==> config.mk <==
export PLATFORM = sky130hd
export DESIGN_NAME = sys_reset_seq
export DESIGN_NICKNAME = d
export VERILOG_FILES = /design/src/rtl/sys_reset_seq.sv
export SDC_FILE = /design/constraint.sdc
export NUM_CORES = 1
export LEC_CHECK = 0
export ABC_CLOCK_PERIOD_IN_PS = 5370
export BUFFER_PORTS_ARGS = -buffer_cell sky130_fd_sc_hd__buf_2
export CORE_MARGIN = 5
export CORE_UTILIZATION = 40
export CTS_BUF_LIST = sky130_fd_sc_hd__clkbuf_4
export DETAILED_ROUTE_END_ITERATION = 8
export PLACE_DENSITY_LB_ADDON = 0.25
export SETUP_SLACK_MARGIN = 0.02
export SYNTH_ARGS = -nofsm -noshare
export SYNTH_HDL_FRONTEND = slang
export SYNTH_SLANG_ARGS = --single-unit
==> constraint.sdc <==
create_clock -name iCLK -period 5.37 [get_ports iCLK]
set_clock_uncertainty 0.05 [all_clocks]
set_input_delay 0.2685 -clock iCLK [delete_from_list [all_inputs] [get_ports iCLK]]
set_output_delay 0.2685 -clock iCLK [all_outputs]
set_load 0.03 [all_outputs]
==> src/rtl/sys_reset_seq.sv <==
// sys_reset_seq: sequenced reset controller.
// Synchronises an active-low reset request, holds every stage in reset for
// ASSERT_CYC cycles after the request goes away, then releases stage resets
// one at a time every STAGE_CYC cycles. oREADY rises STAGE_CYC cycles after
// the last stage release.
//
// Interface contract: there is no handshake. iRESET_N_REQ is a level that
// may change at any time. The outputs are plain registered levels, and they
// all change on the same clock edge as the state.
module sys_reset_seq #(
    parameter int STAGES     = 3,
    parameter int ASSERT_CYC = 16,
    parameter int STAGE_CYC  = 8,
    parameter int CNT_W      = 16
) (
    input  logic              iCLK,
    input  logic              iRESET,
    input  logic              iRESET_N_REQ,
    output logic [STAGES-1:0] oRESET_N,
    output logic              oREADY,
    output logic [1:0]        oSTATE
);

    localparam int K_W = $clog2(STAGES + 1);

    localparam logic [CNT_W-1:0]  ASSERT_LAST = CNT_W'(ASSERT_CYC - 1);
    localparam logic [CNT_W-1:0]  STAGE_LAST  = CNT_W'(STAGE_CYC - 1);
    localparam logic [K_W-1:0]    K_LAST      = K_W'(STAGES);
    localparam logic [STAGES-1:0] STAGE_ONE   = STAGES'(1);

    // The debug encoding is exposed directly on oSTATE.
    typedef enum logic [1:0] {
        ST_ASSERT  = 2'd0,
        ST_RELEASE = 2'd1,
        ST_DONE    = 2'd2
    } state_t;

    state_t            state_q, state_d;
    logic [CNT_W-1:0]  cnt_q, cnt_d;
    logic [K_W-1:0]    k_q, k_d;
    logic [STAGES-1:0] rst_n_q, rst_n_d;
    logic              ready_q, ready_d;
    logic              s1_q, s2_q;
    logic              req_active;

    // Two-flop request synchroniser. Both flops reset to the inactive level (1).
    always_ff @(posedge iCLK) begin
        if (iRESET) begin
            s1_q <= 1'b1;
            s2_q <= 1'b1;
        end else begin
            s1_q <= iRESET_N_REQ;
            s2_q <= s1_q;
        end
    end

    assign req_active = ~s2_q;

    // State, counters and all outputs are registered together.
    always_ff @(posedge iCLK) begin
        if (iRESET) begin
            state_q <= ST_ASSERT;
            cnt_q   <= '0;
            k_q     <= '0;
            rst_n_q <= '0;
            ready_q <= 1'b0;
        end else begin
            state_q <= state_d;
            cnt_q   <= cnt_d;
            k_q     <= k_d;
            rst_n_q <= rst_n_d;
            ready_q <= ready_d;
        end
    end

    // Next-state logic. An active request overrides every state and restarts
    // the whole sequence, including stages that were already released.
    always_comb begin
        state_d = state_q;
        cnt_d   = cnt_q;
        k_d     = k_q;
        rst_n_d = rst_n_q;
        ready_d = ready_q;
        if (req_active) begin
            state_d = ST_ASSERT;
            cnt_d   = '0;
            k_d     = '0;
            rst_n_d = '0;
            ready_d = 1'b0;
        end else begin
            case (state_q)
                ST_ASSERT: begin
                    rst_n_d = '0;
                    ready_d = 1'b0;
                    if (cnt_q == ASSERT_LAST) begin
                        state_d = ST_RELEASE;
                        cnt_d   = '0;
                        k_d     = K_W'(1);
                        rst_n_d = STAGE_ONE;
                    end else begin
                        cnt_d = cnt_q + CNT_W'(1);
                    end
                end
                ST_RELEASE: begin
                    if (cnt_q == STAGE_LAST) begin
                        cnt_d = '0;
                        if (k_q < K_LAST) begin
                            // Released bits are kept, so the pattern stays a prefix.
                            rst_n_d = rst_n_q | (STAGE_ONE << k_q);
                            k_d     = k_q + K_W'(1);
                        end else begin
                            state_d = ST_DONE;
                            ready_d = 1'b1;
                        end
                    end else begin
                        cnt_d = cnt_q + CNT_W'(1);
                    end
                end
                ST_DONE: begin
                    rst_n_d = '1;
                    ready_d = 1'b1;
                end
                default: begin
                    state_d = ST_ASSERT;
                    cnt_d   = '0;
                    k_d     = '0;
                    rst_n_d = '0;
                    ready_d = 1'b0;
                end
            endcase
        end
    end

    assign oRESET_N = rst_n_q;
    assign oREADY   = ready_q;
    assign oSTATE   = state_q;

endmodule

==> impl_metrics.env, run 1 <==
export IMPL_status="finished, final reports clean"
export IMPL_end_kind="flop"
export IMPL_grt_max_degree=29
export IMPL_async_flop_share=0
export IMPL_vias=1349
export IMPL_grt_pass1_wl_microns=5820
export IMPL_finalWirelength_microns=3360
export IMPL_ios=9
export IMPL_coreArea_sq_um=3720
export IMPL_peakVddDrop_mv=0.128
export IMPL_cts_tree="done"
export IMPL_period_share=0.412
export IMPL_first_global_vias=1269
export IMPL_drt_iter0_drc=69
export IMPL_io_buffer_count=8
export IMPL_initial_utilization=0.416
export IMPL_path_clk_slew_ns=0.16
export IMPL_power_density_nw_per_um2=211
export IMPL_power_leakage_nw=0.612
export IMPL_finalSetupTns_ns=0
export IMPL_grt_setup_unrepaired="false"
export IMPL_synth_cells=178
export IMPL_insertion_delay_ns=0.34
export IMPL_fin_crit_ns=2.21
export IMPL_min_path_type="primary input to flop"
export IMPL_synth_edf_count=0
export IMPL_cts_made_buffers=3
export IMPL_synth_ff_type="dfxtp_1"
export IMPL_htreeDepth=1
export IMPL_synth_yosys_seq_area_share=0.336
export IMPL_hold_viol=0
export IMPL_total_power_mw=0.351
export IMPL_ctsResizeCount=0
export IMPL_instances_no_fill=232
export IMPL_maxSlewHeadroom=0.405
export IMPL_fp_dieH_microns=72.2
export IMPL_ys_ff_latch=26
export IMPL_yosysUniqueCellTypes=48
export IMPL_syn_area_sq_um=1550
export IMPL_antenna_found_initial=0
export IMPL_worst_hold_slack_ns=0.0494
export IMPL_die_area_sq_um=5210
export IMPL_num_rows=22
export IMPL_drive_gt1_frac=0.147
export IMPL_maxCapViolations=0
export IMPL_worstPathRequired_ns=5.60
export IMPL_dp_cells=228
export IMPL_cp_arrival_ns=2.44
export IMPL_syn_num_nets=190
export IMPL_n_antenna_cell=0
export IMPL_routedWlPerCell_microns=14.5
export IMPL_first_pass_iters=4
export IMPL_fmax_ghz=0.452
export IMPL_avgViaCountPerCell=5.81
export IMPL_hold_buffers=0
export IMPL_ys_warn_count=0
export IMPL_post_route_util=0.447
export IMPL_nNetsFinal=197
export IMPL_grtUsageTotal=0.140
export IMPL_detail_route_antenna_nets=0
export IMPL_cts_sinks=26
export IMPL_crit_type="flop to flop"
export IMPL_area_growth_pct=7.44
export IMPL_cts_path_max_buffers=2
export IMPL_setup_viol=0
export IMPL_routabilityCongestion=0.859
export IMPL_die_w_microns=72.2
export IMPL_drcViolationCount=0
export IMPL_startpoint_type="flop"
export IMPL_gr_total_overflow=0
export IMPL_place_hpwl_microns=2470
export IMPL_path_max_fanout=28
export IMPL_cts_root_buf="clkbuf_4"
export IMPL_worst_pin_slew_ns=0.891
export IMPL_postSynthAreaPerCell_sq_um=8.70
export IMPL_post_cts_repair_setup_buffers=0
export IMPL_slew_violations=0
==> synthesized netlist by cell type, types with 2 or more instances <==
cell type / instances / area (sq um)
nand2_1: 17 / 63.8
o21ai_0: 6 / 30.0
and4b_1: 2 / 20.0
xnor2_1: 3 / 26.3
dlygate4sd1_1: 2 / 17.5
nand3_1: 10 / 50.1
nor3_1: 2 / 10.0
inv_1: 8 / 30.0
nor4_4: 2 / 42.5
dfxtp_1: 26 / 521
nor4_2: 3 / 37.5
nor2_1: 16 / 60.1
ha_1: 9 / 113
or2_2: 2 / 12.5
nor2b_1: 2 / 12.5
o21a_1: 5 / 37.5
clkbuf_1: 3 / 11.3
a31oi_1: 5 / 31.3
o31ai_1: 3 / 22.5
or4_1: 8 / 60.1
nand3b_1: 2 / 15.0
or3_1: 3 / 18.8
a21oi_1: 8 / 40.0
nand4_1: 7 / 43.8
==> layout by cell type (no fill, tap or decap), types with 5 or more instances in the layout <==
cell type / count
dfxtp_1: 26
nand2_1: 17
nor2_1: 16
nand3_1: 10
ha_1: 9
inv_1: 8
a21oi_1: 8
or4_1: 8
buf_2: 8
nand4_1: 7
o21ai_0: 6
o21a_1: 5
a31oi_1: 5
==> cell type report <==
class / instances / area [sq um]
Multi-Input combinational cell: 137 / 952
Clock buffer: 3 / 22.5
Inverter: 8 / 30.0
Sequential cell: 26 / 520
Tap cell: 48 / 60.1
Timing Repair Buffer: 9 / 47.5
Fill cell: 352 / 2050
Clock inverter: 1 / 30.0
==> worst paths after layout <==
| check | start | to | slack (ns) | depth (start not counted) |
|---|---|---|---|---|
| max | oSTATE[0]$_SDFFE_PP0P_ | cnt_q[8]$_SDFFE_PP0N_ | 3.16 | 7 |
| min | iRESET_N_REQ | s1_q$_SDFF_PP1_ | 0.05 | 2 |
| max reg2reg | oSTATE[0]$_SDFFE_PP0P_ | cnt_q[8]$_SDFFE_PP0N_ | 3.16 | 7 |
| min reg2reg | s1_q$_SDFF_PP1_ | s2_q$_SDFF_PP1_ | 0.39 | 1 |
==> power breakdown <==
group          switching (mW)  leakage, nW  internal, mW
Clock                  0.0646       0.0279        0.0755
Combinational         0.00796        0.374       0.00493
Sequential            0.00203        0.210         0.195
Total                  0.0746        0.612         0.276
==> through the flow <==
step | setup slack [ns] | instance area, sq um
after global routing | 3.00 | 1660
final | 3.16 | 1660
after floorplan | 3.23 | 1550
after detailed placement | 3.19 | 1610
after global placement | 3.21 | 1610
after CTS | 3.16 | 1660
==> worst max-delay path, cell delays in order (launching register included) <==
cell and delay (ns):
dfxtp_1 0.45, inv_1 0.12, ha_1 0.21, buf_4 0.21
nor2b_1 0.17, or3b_2 0.48, or3_1 0.32, a31oi_1 0.15
==> logic make-up after synthesis <==
family | Yosys count | synth area share
simple gates | 83 | 0.335
flops | 26 | 0.336
mux | 1 | 0.00647
xor+xnor | 4 | 0.0226
fa+ha+maj | 9 | 0.0728
compound gates | 40 | 0.178
buf+inv | 15 | 0.0485
==> per-layer routing <==
metal | GRT usage | wire [microns] | up-vias
met5 | 0 | 0 | -
met4 | 0.0731 | 78 | 0
met3 | 0.0208 | 151 | 8
met2 | 0.212 | 1520 | 33
met1 | 0.192 | 1610 | 623
li1 | - | - | 685
==> registers in the layout (all words and copies together), names as in the netlist <==
| signal | count |
|---|---|
| s2_q | 1 |
| s1_q | 1 |
| oREADY | 1 |
| k_q | 2 |
| cnt_q | 16 |
| oSTATE | 2 |
| oRESET_N | 3 |
Power figures use the tool's default switching activity.
==> run 2: changes to the inputs <==
--- a/config.mk
+++ b/config.mk
@@ -5,7 +5,7 @@
 export SDC_FILE = /design/constraint.sdc
 export NUM_CORES = 1
 export LEC_CHECK = 0
-export ABC_CLOCK_PERIOD_IN_PS = 5370
+export ABC_CLOCK_PERIOD_IN_PS = 2280
 export BUFFER_PORTS_ARGS = -buffer_cell sky130_fd_sc_hd__buf_2
 export CORE_MARGIN = 5
 export CORE_UTILIZATION = 40
==> constraint.sdc (replaced) <==
create_clock -name iCLK -period 2.28 [get_ports iCLK]
set_clock_uncertainty 0.05 [all_clocks]
set_input_delay 0.114 -clock iCLK [delete_from_list [all_inputs] [get_ports iCLK]]
set_output_delay 0.114 -clock iCLK [all_outputs]
set_load 0.03 [all_outputs]
==> run 2 against run 1 <==
  * Routed wire length rose by 3.1%
  * Power increased by 130%
  * Via count up 3.1%
  * Count of clock-buffer cells in the layout did not move
  * Sequential power up 130%
  * Worst hold slack improved by 0.34 ns
  * Non-clock buffer count is 9 higher
  * Die area stayed put
  * Sequential cell count is the same
  * Largest power group unchanged
==> impl_metrics.env, run 2 (synthesis results as in run 1) <==
export IMPL_finalWirelength_microns=3460
export IMPL_dp_cells=234
export IMPL_insertion_delay_ns=0.33
export IMPL_cp_arrival_ns=2.34
export IMPL_cts_made_buffers=3
export IMPL_crit_chain="inv_1 > ha_1 > nor2b_1 > or3b_2 > or3_1 > a31oi_1"
export IMPL_antenna_found_initial=0
export IMPL_maxCapViolations=0
export IMPL_cts_path_max_buffers=2
export IMPL_coreArea_sq_um=3720
export IMPL_ios=9
export IMPL_routedWlPerCell_microns=14.4
export IMPL_die_w_microns=72.2
export IMPL_cts_tree="done"
export IMPL_grt_max_degree=16
export IMPL_fin_ws_ns=0.163
export IMPL_power_density_nw_per_um2=474
export IMPL_startpoint="oSTATE[0]$_SDFFE_PP0P_"
export IMPL_first_pass_iters=4
export IMPL_startpoint_type="flop"
export IMPL_grt_pass1_wl_microns=6080
export IMPL_top_register="cnt_q"
export IMPL_fin_crit_ns=2.12
export IMPL_total_power_mw=0.823
export IMPL_fmax_ghz=0.472
export IMPL_finalSetupTns_ns=0
export IMPL_hold_start="s1_q$_SDFF_PP1_"
export IMPL_nFillCells=356
export IMPL_grt_setup_unrepaired="false"
export IMPL_hold_viol=0
export IMPL_cts_sinks=26
export IMPL_worst_hold_slack_ns=0.392
export IMPL_layout_commonest_cell="dfxtp_1"
export IMPL_num_rows=22
export IMPL_slew_violations=0
export IMPL_slowest_stage="or3b_2"
export IMPL_area_growth_pct=12.3
export IMPL_worstPathRequired_ns=2.50
export IMPL_avgViaCountPerCell=5.77
export IMPL_grtUsageTotal=0.143
export IMPL_end_kind="flop"
export IMPL_crit_type="flop to flop"
export IMPL_place_hpwl_microns=2570
export IMPL_vias=1391
export IMPL_die_area_sq_um=5210
export IMPL_post_cts_repair_setup_buffers=0
export IMPL_initial_utilization=0.416
export IMPL_power_leakage_nw=0.653
export IMPL_n_antenna_cell=0
export IMPL_final_cell_mix="26 x dfxtp_1, 17 x nand2_1, 16 x nor2_1, 10 x nand3_1, 9 x ha_1"
export IMPL_instances_no_fill=241
export IMPL_period_share=0.928
export IMPL_first_global_vias=1361
export IMPL_path_clk_slew_ns=0.14
export IMPL_drt_iter0_drc=76
export IMPL_maxSlewHeadroom=0.692
export IMPL_path_max_fanout=8
export IMPL_io_buffer_count=8
export IMPL_drive_gt1_frac=0.171
export IMPL_status="finished, final reports clean"
export IMPL_timing_rr_start="oSTATE[0]$_SDFFE_PP0P_"
export IMPL_slowest_delay_ns=0.49
export IMPL_nNetsFinal=206
export IMPL_drcViolationCount=0
export IMPL_gr_total_overflow=0
export IMPL_htreeDepth=1
export IMPL_cts_root_buf="clkbuf_4"
export IMPL_routabilityCongestion=0.832
export IMPL_setup_viol=0
export IMPL_largest_register_ffs=16
export IMPL_peakVddDrop_mv=0.230
export IMPL_pre_cts_slack_ns=0.187
export IMPL_fp_dieH_microns=72.2
export IMPL_detail_route_antenna_nets=0
export IMPL_worst_pin_slew_ns=0.462
export IMPL_min_path_type="flop to flop"
## run 2: changes by cell type in the layout (fill, tap and decap cells not counted), sizes merged
cell         previous run  this run
buf                     9        15
dlygate4sd3             0         3
## run 2: per-stage QoR
step / util / area, sq um
2_1_floorplan: - / 1550
3_5_place_dp: 0.445 / 1660
5_1_grt: 0.468 / 1740
3_3_place_gp: 0.445 / 1660
4_1_cts: 0.468 / 1740
6_report: 0.468 / 1740
## run 2: power breakdown
group | internal [mW] | switching (mW)
clock | 0.178 | 0.144
combinational | 0.0164 | 0.0201
sequential | 0.460 | 0.00484
total | 0.655 | 0.169
## run 2: layout make-up
class,count,area (sq um),area share
Clock inverter,1,30.0,0.0173
Tap cell,48,60.1,0.0346
Sequential cell,26,520,0.299
Timing Repair Buffer,18,123,0.0706
Clock buffer,3,22.5,0.0130
Inverter,8,30.0,0.0173
Multi-Input combinational cell,137,952,0.548
## run 2: timing repair
action,CTS,global route
hold buffers,3,0
resized for setup,0,0
endpoints found under the hold margin,2,0
## run 2: worst paths after layout
path	endpoint	slack [ns]	cells past startpoint
max	cnt_q[8]$_SDFFE_PP0N_	0.16	6
min	s2_q$_SDFF_PP1_	0.39	1
max reg2reg	cnt_q[8]$_SDFFE_PP0N_	0.16	6
min reg2reg	s2_q$_SDFF_PP1_	0.39	1
## run 2: worst max-delay path, delay by kind of cell, from the launching register on
family	cells	cell delay [ns]
AND/OR/NAND/NOR	3	1.01
flip-flops	1	0.44
AO/OA/AOI/OAI	1	0.15
buffers and inverters	1	0.10
adder cells (fa/ha/maj)	1	0.31
## run 2: per-layer routing
layer / vias up / share of wire / GRT usage
met3: 6 / 0.044 / 0.0166
li1: 693 / - / -
met1: 656 / 0.46 / 0.198
met4: 0 / 0.017 / 0.0647
met2: 36 / 0.48 / 0.222
met5: - / 0 / 0
==> run 3: changes to the inputs <==
--- a/config.mk
+++ b/config.mk
@@ -11,7 +11,7 @@
 export CORE_UTILIZATION = 40
 export CTS_BUF_LIST = sky130_fd_sc_hd__clkbuf_4
 export DETAILED_ROUTE_END_ITERATION = 8
-export PLACE_DENSITY_LB_ADDON = 0.25
+export PLACE_DENSITY = 0.61
 export SETUP_SLACK_MARGIN = 0.02
 export SYNTH_ARGS = -nofsm -noshare
 export SYNTH_HDL_FRONTEND = slang
==> run 3 against run 2 <==
  * Cell count down 0.41%
  * Sequential power about the same
  * Core utilization fell by 0.067 points
  * Critical endpoint is now cnt_q[9]$_SDFFE_PP0N_
  * Die area unchanged
  * Setup slack improved by 0.0018 ns
  * Sequential cell count stayed put
  * Maximum frequency about the same
  * Global-route usage increased by 1.0 points
  * Clock power increased by 2%
  * Critical path type unchanged
  * Power up 0.83%
  * Combinational power rose by 2%
  * First-iteration DRC count up 13%
==> impl_metrics.env, run 3 (synthesis results as in run 1) <==
export IMPL_final_cell_mix="26 x dfxtp_1, 17 x nand2_1, 16 x nor2_1, 10 x nand3_1"
export IMPL_io_buffer_count=8
export IMPL_detail_route_antenna_nets=0
export IMPL_die_area_sq_um=5210
export IMPL_vias=1403
export IMPL_hold_viol=0
export IMPL_grt_pass1_wl_microns=6420
export IMPL_setup_viol=0
export IMPL_maxCapViolations=0
export IMPL_top_register="cnt_q"
export IMPL_r2r_end="cnt_q[9]$_SDFFE_PP0N_"
export IMPL_fmax_ghz=0.473
export IMPL_first_global_vias=1330
export IMPL_regToRegSetupSlack_ns=0.16
export IMPL_slowest_stage="nor4_4"
export IMPL_post_cts_repair_setup_buffers=0
export IMPL_nNetsFinal=205
export IMPL_drive_gt1_frac=0.177
export IMPL_htreeDepth=1
export IMPL_place_hpwl_microns=2700
export IMPL_slowest_delay_ns=0.47
export IMPL_cts_tree="done"
export IMPL_grtUsageTotal=0.153
export IMPL_end_kind="flop"
export IMPL_dp_cells=233
export IMPL_insertion_delay_ns=0.33
export IMPL_status="finished, final reports clean"
export IMPL_reg2regPathDepth=5
export IMPL_fin_ws_ns=0.165
export IMPL_stdcell_area_sq_um=1740
export IMPL_ios=9
export IMPL_cp_arrival_ns=2.29
export IMPL_peakVddDrop_mv=0.248
export IMPL_startpoint="cnt_q[4]$_SDFFE_PP0N_"
export IMPL_gr_total_overflow=0
export IMPL_avgViaCountPerCell=5.85
export IMPL_slew_violations=0
export IMPL_drt_iter0_drc=86
export IMPL_crit_type="flop to flop"
export IMPL_cts_sinks=26
export IMPL_area_growth_pct=12.1
export IMPL_crit_chain="nor4_4 > nand4_1 > o21a_1 > o2111ai_1 > o31ai_1"
export IMPL_power_leakage_nw=0.645
export IMPL_critPathCapture="cnt_q[9]$_SDFFE_PP0N_"
export IMPL_startpoint_type="flop"
export IMPL_pre_cts_slack_ns=0.0919
export IMPL_instances_no_fill=240
export IMPL_coreArea_sq_um=3720
export IMPL_die_w_microns=72.2
export IMPL_fin_crit_ns=2.12
export IMPL_placed_cell_area_sq_um=1650
export IMPL_routedWlPerCell_microns=15.2
export IMPL_cts_root_buf="clkbuf_4"
export IMPL_cts_path_max_buffers=2
export IMPL_layout_commonest_cell="dfxtp_1"
export IMPL_maxSlewHeadroom=0.659
export IMPL_finalWirelength_microns=3660
export IMPL_worstPathRequired_ns=2.46
export IMPL_first_pass_iters=4
export IMPL_min_path_type="flop to flop"
export IMPL_drcViolationCount=0
export IMPL_n_antenna_cell=0
export IMPL_cts_made_buffers=3
export IMPL_num_rows=22
export IMPL_antenna_found_initial=0
export IMPL_largest_register_ffs=16
export IMPL_grt_max_degree=16
export IMPL_fp_dieH_microns=72.2
export IMPL_finalSetupTns_ns=0
export IMPL_worst_hold_slack_ns=0.398
export IMPL_grt_setup_unrepaired="false"
export IMPL_power_density_nw_per_um2=478
export IMPL_path_max_fanout=9
export IMPL_path_clk_slew_ns=0.15
export IMPL_period_share=0.928
export IMPL_worst_pin_slew_ns=0.508
export IMPL_timing_rr_start="cnt_q[4]$_SDFFE_PP0N_"
export IMPL_routabilityCongestion=0.848
export IMPL_initial_utilization=0.416
run 3: changes by cell type in the layout (fill, tap and decap cells not counted):
cell	previous run	this run
ha_1	9	7
ha_2	0	2
buf_4	7	6
run 3: power by group:
part,total (mW),switching [mW],internal (mW)
Sequential,0.465,0.00499,0.460
Clock,0.328,0.150,0.178
Combinational,0.0371,0.0206,0.0165
run 3: metal layers:
metal  track usage  share of wire
met1         0.209           0.46
met2         0.241           0.48
met3        0.0180          0.042
met4        0.0710          0.017
met5             0              0
run 3: worst min path at each step:
stage / from / endpoint / slack [ns] / depth (start not counted)
4_1_cts: s1_q$_SDFF_PP1_ / s2_q$_SDFF_PP1_ / 0.40 / 1
6_report: s1_q$_SDFF_PP1_ / s2_q$_SDFF_PP1_ / 0.40 / 1
2_1_floorplan: iRESET_N_REQ / s1_q$_SDFF_PP1_ / 0.17 / 1
3_3_place_gp: iRESET_N_REQ / s1_q$_SDFF_PP1_ / 0.25 / 2
5_1_grt: s1_q$_SDFF_PP1_ / s2_q$_SDFF_PP1_ / 0.41 / 1
3_5_place_dp: iRESET_N_REQ / s1_q$_SDFF_PP1_ / 0.26 / 2
run 3: stage by stage:
stage / power, mW / util
2_1_floorplan: 0.497 / -
3_3_place_gp: 0.507 / 0.443
3_5_place_dp: 0.508 / 0.443
4_1_cts: 0.843 / 0.466
5_1_grt: 0.868 / 0.467
6_report: 0.830 / 0.467
run 3: final cells by class:
| type | instances | area (sq um) |
|---|---|---|
| clock inverter | 1 | 30.0 |
| inverter | 8 | 30.0 |
| fill | 359 | 1980 |
| sequential | 26 | 520 |
| timing repair buffer | 17 | 115 |
| clock buffer | 3 | 22.5 |
| tap | 48 | 60.1 |
| multi-input combinational | 137 | 957 |
run 3: repair_timing:
action / CTS / global route
setup endpoints to repair: 0 / 6
hold endpoints to repair: 2 / 0
hold buffers: 3 / 0
gates resized for setup: 0 / 2
run 3: worst max-delay path, delay by kind of cell, from the launching register on:
family	cells	cell delay (ns)
simple gates	2	0.74
compound gates	3	0.78
flops	1	0.44
